[src/rtl/serial_addsub_ctrl.sv]
// Bit-serial adder/subtractor: one full-adder cell is stepped over WIDTH
// cycles, LSB first. Subtraction is a + ~b + 1, with the +1 entering as the
// initial carry. Start/done handshake; results held until the next operation.

// Single-bit full adder cell shared by every bit position.
module fulladder (
  input  logic a,
  input  logic b,
  input  logic cin,
  output logic sum,
  output logic cout
);
  assign sum  = a ^ b ^ cin;
  assign cout = (a & b) | (cin & (a ^ b));
endmodule

module serial_addsub_ctrl #(
  parameter int WIDTH = 4
) (
  input  logic             clk,
  input  logic             rst,
  input  logic             start,
  input  logic             mode,
  input  logic [WIDTH-1:0] a,
  input  logic [WIDTH-1:0] b,
  output logic             busy,
  output logic             done,
  output logic [WIDTH-1:0] result,
  output logic             cout,
  output logic             overflow
);

  localparam int CNT_W = (WIDTH > 1) ? $clog2(WIDTH) : 1;
  localparam logic [CNT_W-1:0] CNT_LAST = CNT_W'(WIDTH - 1);

  typedef enum logic [1:0] {
    S_IDLE,
    S_RUN,
    S_DONE
  } state_t;

  state_t             state_q;
  logic [WIDTH-1:0]   op_a_q;
  logic [WIDTH-1:0]   op_b_q;
  logic               carry_q;
  logic [CNT_W-1:0]   cnt_q;
  logic [WIDTH-1:0]   result_q;
  logic               busy_q;
  logic               done_q;
  logic               cout_q;
  logic               overflow_q;

  logic               fa_sum;
  logic               fa_cout;

  // The one arithmetic cell: always looks at the current LSBs and carry.
  fulladder u_fa (
    .a    (op_a_q[0]),
    .b    (op_b_q[0]),
    .cin  (carry_q),
    .sum  (fa_sum),
    .cout (fa_cout)
  );

  // Control FSM plus datapath shift registers, all with registered outputs.
  always_ff @(posedge clk) begin
    if (rst) begin
      state_q    <= S_IDLE;
      op_a_q     <= '0;
      op_b_q     <= '0;
      carry_q    <= 1'b0;
      cnt_q      <= '0;
      result_q   <= '0;
      busy_q     <= 1'b0;
      done_q     <= 1'b0;
      cout_q     <= 1'b0;
      overflow_q <= 1'b0;
    end else begin
      case (state_q)
        S_IDLE: begin
          done_q <= 1'b0;
          if (start) begin
            // Operands are latched here so later input changes are harmless.
            op_a_q  <= a;
            op_b_q  <= mode ? ~b : b;
            carry_q <= mode;
            cnt_q   <= '0;
            busy_q  <= 1'b1;
            state_q <= S_RUN;
          end
        end

        S_RUN: begin
          result_q <= {fa_sum, result_q[WIDTH-1:1]};
          op_a_q   <= op_a_q >> 1;
          op_b_q   <= op_b_q >> 1;
          carry_q  <= fa_cout;
          if (cnt_q == CNT_LAST) begin
            // On the MSB step carry_q is the carry into the MSB, so the
            // signed overflow is simply carry-in XOR carry-out of this bit.
            cout_q     <= fa_cout;
            overflow_q <= carry_q ^ fa_cout;
            done_q     <= 1'b1;
            state_q    <= S_DONE;
          end else begin
            cnt_q <= cnt_q + 1'b1;
          end
        end

        S_DONE: begin
          // start is deliberately not sampled here; it must be seen in IDLE.
          done_q  <= 1'b0;
          busy_q  <= 1'b0;
          state_q <= S_IDLE;
        end

        default: begin
          state_q <= S_IDLE;
        end
      endcase
    end
  end

  assign busy     = busy_q;
  assign done     = done_q;
  assign result   = result_q;
  assign cout     = cout_q;
  assign overflow = overflow_q;

endmodule

[config.mk]
export PLATFORM = sky130hd
export DESIGN_NAME = serial_addsub_ctrl
export DESIGN_NICKNAME = d
export VERILOG_FILES = /design/src/rtl/serial_addsub_ctrl.sv
export SDC_FILE = /design/constraint.sdc
export NUM_CORES = 1
export LEC_CHECK = 0
export CAP_MARGIN = 5
export CORE_AREA = 5 5 60 62
export DETAILED_ROUTE_END_ITERATION = 12
export DIE_AREA = 0 0 65 67
export REMOVE_ABC_BUFFERS = 1
export SYNTH_ARGS = -nofsm -noshare
export SYNTH_HDL_FRONTEND = slang
export SYNTH_SLANG_ARGS = --single-unit
[constraint.sdc]
create_clock -name clk -period 1.3 [get_ports clk]
set_clock_uncertainty 0.2 [all_clocks]
set_input_delay 0.325 -clock clk [delete_from_list [all_inputs] [get_ports clk]]
set_output_delay 0.325 -clock clk [all_outputs]
set_load 0.02 [all_outputs]
==> After elaboration in Yosys (flattened, before gate mapping) <==
Cells that the tools add are included.
{ "totals": {"regBits": 21, "input_bits": 12, "out_inout_bits": 8, "word_cells": 52} }
{ "op_classes": {"n_addsub": 1, "n_eq_ne": 6, "mux": 17, "bitwise_logic": 7, "reduce_logical": 11} }
{ "ops": {"columns": ["op", "n"], "rows": [
  ["4-bit one-hot mux with 2 select lines", 2],
  ["4-bit 2-to-1 mux", 3],
  ["2-bit AND reduction", 5],
  ["2-bit 2-to-1 mux", 4],
  ["2-bit one-hot mux with 2 select lines", 2],
  ["2-bit != test (second input constant)", 3],
  ["1-bit one-hot mux with 2 select lines", 3],
  ["2-bit nonzero test", 3],
  ["2-bit equality test (second input constant)", 2],
  ["4-bit NOT", 1],
  ["1-bit 2-to-1 mux", 3],
  ["3-bit AND reduction", 1],
  ["1-bit XOR", 3],
  ["2-bit by 1-bit adder with 2-bit output (second input constant)", 1],
  ["1-bit bitwise AND", 2],
  ["2-bit by 1-bit equality test with 1-bit output (second input constant)", 1],
  ["2-bit logical NOT", 1],
  ["2-bit OR reduction", 1],
  ["1-bit OR", 1]
]} }

==> Logic depth before layout (Yosys ltp) <==
{ "depth": {"depth_word": 4, "mapped_depth": 5, "ltp_nobuf": 4} }

==> Cells and area by module <==
Synthesis repeated with hierarchy kept, for this count alone.
{ "hier_totals": {"hier_cells": 112, "area_unflattened_um2": 959.7} }
{ "modules_own_cells": {"columns": ["module", "n_inst", "cells_per_inst", "area_each_um2", "seq_area_each_um2"], "rows": [
  ["serial_addsub_ctrl", 1, 111, 939.7, 420.4],
  ["fulladder", 1, 1, 20.0, 0.0]
]} }

==> Worst setup path after synthesis <==
No wires, ideal clock.
{ "synth_path": {"path_kind": "register -> register", "from": "register carry_q", "to": "register overflow_q, in the netlist overflow", "setup_ns": 0.071, "arrival_ns": 1.156, "t_required_ns": 1.029, "setup_slack_ns": -0.127, "path_stages_with_launch": 5, "n_path_buf": 0, "synth_period_minus_slack_ns": 1.427, "cell_sequence": "dfxtp_1 -> fa_1 -> xor2_1 -> nand3_1 -> a21oi_1"} }
{ "synth_via": {"elab_chain_len": 3} }
{ "synth_rtl": {"columns": ["element", "line", "text"], "rows": [
  ["start, declared", "45", "logic carry_q;"],
  ["start signal, assigned", "86", "carry_q <= mode;"],
  ["start signal, assigned", "97", "carry_q <= fa_cout;"],
  ["1-bit bitwise AND", "14", "assign cout = (a & b) | (cin & (a ^ b));"],
  ["1-bit OR", "14", null],
  ["named net fa_cout", "54", "logic fa_cout;"],
  ["1-bit XOR", "102", "overflow_q <= carry_q ^ fa_cout;"],
  ["end signal, assigned", "102", null],
  ["end, declared", "51", "logic overflow_q;"]
]} }
The timed path passes the listed nets, and every way through them passes these cells.
A chain may end at the register's enable or synchronous reset.

==> Worst setup path after layout <==
{ "layout_path": {"from": "register op_a_q[0]", "to": "register cout_q, in the netlist cout"} }
{ "layout_via": {"elab_chain_len": 3, "elab_cells_between_ends": 4, "classes_between": "bitwise: 4"} }
{ "layout_rtl": {"columns": ["element", "line", "text"], "rows": [
  ["start, declared", "43", "logic [WIDTH-1:0] op_a_q;"],
  ["start signal, assigned", "95", "op_a_q <= op_a_q >> 1;"],
  ["1-bit XOR", "14", null],
  ["1-bit bitwise AND", "14", null],
  ["1-bit OR *", "14", null],
  ["named net fa_cout", "54", null],
  ["end signal, assigned", "101", "cout_q <= fa_cout;"],
  ["end, declared", "50", "logic cout_q;"]
]} }
The timed path passes the listed nets; every way through them passes the cells marked *.

==> summary.txt <==
Finish
  • Area Growth Syn to Fin: 54.1%
  • Layout cell share with drive strength beyond 1: 0.484
  • Nets: 170
  • Final Non-Filler Cells: 188
  • Ant. Diodes: 0

Placed design
  • HPWL Detailed: 1820 um
  • Inst Count DP: 176
  • Port buffer count: 19
  • Final GP Congestion: 0.779

Worst setup path
  • Startpoint types: flip-flop
  • Worst Setup End Kind: flip-flop
  • WP buf/inv: 2
  • Data required, critical path: 1300 ps
  • Worst-path cell chain: fa_2 -> buf_4 -> buf_6 -> nand3_2 -> a21oi_2
  • WS Path Type: flip-flop to flip-flop
  • CP Max Fanout: 3
  • CP delay by family, top: adder cells
  • Slowest stage cell, crit path: fa_2
  • R2R Path Start: op_a_q[0]$_SDFFE_PP0P_
  • Flop2flop setup slack: -110 ps
  • CP Data Arrival Time: 1420 ps
  • CP max stage delay: 410 ps
  • CP startpoint: op_a_q[0]$_SDFFE_PP0P_

Synth
  • Number of synthesized flops with an enable pin: 0
  • Top cells by area, synth: dfxtp_1, a21oi_1, nand2_1
  • Synth area leader: dfxtp_1
  • Syn Inst Count: 109
  • Post-Syn Area: 1020 um^2
  • Fraction of registers with async set/reset: 0
  • Post-synth top area share: 0.413
  • Synth cell types: 35
  • Register area share after synthesis: 0.413
  • Avg Cell Area, Syn: 9.34 um^2
  • Synthesis-stage register bit count: 21
  • Synth warn: 0
  • Main synth FF type: dfxtp_1

Clocking
  • CTS Buf Count: 3
  • Clk sinks: 21
  • Root Buffer: clkbuf_4
  • Worst-case clock buffer depth: 2
  • TritonCTS clock tree: yes
  • CTS H-tree lvls: 1
  • Clock Latency Late Sink: 300 ps
  • Reg clk slew, reported paths: 120 ps

GRT
  • GRT overflow: 0
  • Initial antenna violation count: 0
  • Total GRT Usage: 0.118
  • Largest net degree at the start of global routing: 15
  • Vias in the first global route: 942
  • First-pass GRT wire length: 4040 um

Floorplan
  • Die Wd: 65 um
  • IO Pins: 20
  • Initial Utilization: 0.342
  • Die area: 4360 um^2
  • FP Rows: 20
  • Core Area: 2980 um^2
  • Die height: 67 um

Route
  • Vias per Instance: 5.03
  • DR WL/cell: 13.2 um
  • DRC Markers: 0
  • Post-route antenna net violation count: 0
  • Detailed-router iteration count before antenna repair: 4
  • Drt initial violations: 46
  • Routed vias: 946
  • Overall routed net length: 2490 um

STA
  • Final hold vios: 0
  • Final Max Slew Viols: 0
  • Fin crit share: 1.09
  • RSZ-0062 raised after global routing: true
  • Final setup viols: 6
  • Slew @ Worst Pin: 290 ps
  • Tmin final: 1410 ps
  • Worst setup margin: -115 ps
  • Max frequency: 707 MHz
  • Slew margin rel.: 0.806

Power and ir drop
  • Peak VDD IR: 0.396 mV
  • Pwr dens: 861 nW/um^2
  • Tot Pwr: 1350 uW
  • Leak Pwr: 0.000636 uW

Hold path
  • Critical hold path startpoint: rst
  • Min-Delay Path Class: input pin to flip-flop

Run status
  • Violated checks: negative setup slack
  • Outcome: finished with violations

Job
  • Max-Cap Viols: 0
[stage by stage]
stage               setup TNS, ps  area, um^2  utilization  hold WS [ps]  setup slack, ps
global route                 -900        1570        0.527           276             -167
floorplan                   -3590         971            -           191             -379
global placement            -8070        1380        0.462           243             -432
finish                       -281        1570        0.527           256             -115
CTS                          -233        1430        0.481           272             -110
detailed placement          -8230        1380        0.462           255             -464
[placed cells by master, fill, tap and decap left out, types with 2 or more instances in the layout]
master | netlist | layout
dfxtp_2 | 0 | 11
dfxtp_4 | 0 | 2
xor2_1 | 2 | 2
a21oi_2 | 0 | 2
a221oi_2 | 3 | 3
nand3_1 | 5 | 3
a31oi_1 | 2 | 2
clkdlybuf4s50_1 | 0 | 8
o221a_1 | 3 | 3
clkbuf_4 | 0 | 3
nor2b_1 | 2 | 2
buf_4 | 4 | 28
a22oi_1 | 3 | 2
o22ai_1 | 3 | 3
buf_6 | 0 | 11
dlygate4sd2_1 | 0 | 2
a2bb2oi_1 | 2 | 2
nand2_1 | 13 | 13
nand3_2 | 0 | 2
nor2_1 | 3 | 2
inv_1 | 7 | 7
dfxtp_1 | 21 | 8
xnor2_1 | 3 | 3
a21oi_1 | 11 | 9
[report_power, final]
| group | total (uW) | switching [uW] | internal (uW) |
|---|---|---|---|
| logic | 320 | 144 | 176 |
| clock network | 320 | 201 | 120 |
| registers | 710 | 28.6 | 681 |
[cell usage after synthesis (2+ instances only)]
library cell / n
a2bb2oi_1: 2
nand2_1: 13
a221oi_2: 3
a21oi_1: 11
o22ai_1: 3
nand2b_2: 2
nor2b_1: 2
nand3_1: 5
inv_2: 2
a31oi_1: 2
o221a_1: 3
xor2_1: 2
xnor2_1: 3
a22oi_1: 3
clkbuf_1: 2
inv_1: 7
nor2_1: 3
dfxtp_1: 21
buf_4: 4
[area by class of cell]
class | instances | area, um^2
flip-flops and latches | 21 | 442
multi-input cells | 71 | 579
inverters | 9 | 36.3
clock buffers | 4 | 26.3
repair buffers | 50 | 444
fillers | 286 | 1410
well taps | 33 | 41.3
[flip-flops by register name, indices dropped and copies added (netlist names)]
name / flops
op_b_q: 4
carry_q: 1
overflow: 1
result: 4
busy: 1
cnt_q: 2
op_a_q: 4
cout: 1
done: 1
state_q: 2
[final timing paths]
path	to	cells past startpoint
worst min register to register	op_a_q[2]$_SDFFE_PP0P_	2
worst max register to register	cout$_SDFFE_PP0P_	5
worst max-delay path	cout$_SDFFE_PP0P_	5
worst min-delay path	op_a_q[2]$_SDFFE_PP0P_	3
[logic make-up (layout without fill, tap and decap cells)]
logic type / Yosys count / count (layout) / share of synthesized area
DFF: 21 / 21 / 0.413
and+or+nand+nor: 31 / 31 / 0.168
xor gates and xnor gates: 5 / 5 / 0.0430
AOI/OAI and AO/OA: 33 / 33 / 0.264
adders and majority gates: 2 / 2 / 0.0319
buffers and inverters: 17 / 63 / 0.0799
[worst reg2reg max path, stage by stage, from the launching register on]
cell and delay (ps):
dfxtp_2 360, fa_2 410, buf_4 150, buf_6 100, nand3_2 50, a21oi_2 50
[layer usage]
metal | vias up | GRT usage | part of all wire
li1 | 480 | - | -
met1 | 448 | 0.150 | 0.48
met2 | 18 | 0.203 | 0.49
met3 | 0 | 0.0169 | 0.027
met4 | 0 | 0.0396 | 0
met5 | - | 0 | 0
[repair_timing]
item,CTS,global route
setup buffers,1,7
resized for setup,62,22
endpoints found under the setup margin,24,24
hold buffers,0,0
pin swaps,4,9
Note: power is estimated with default switching activity, not from simulation.
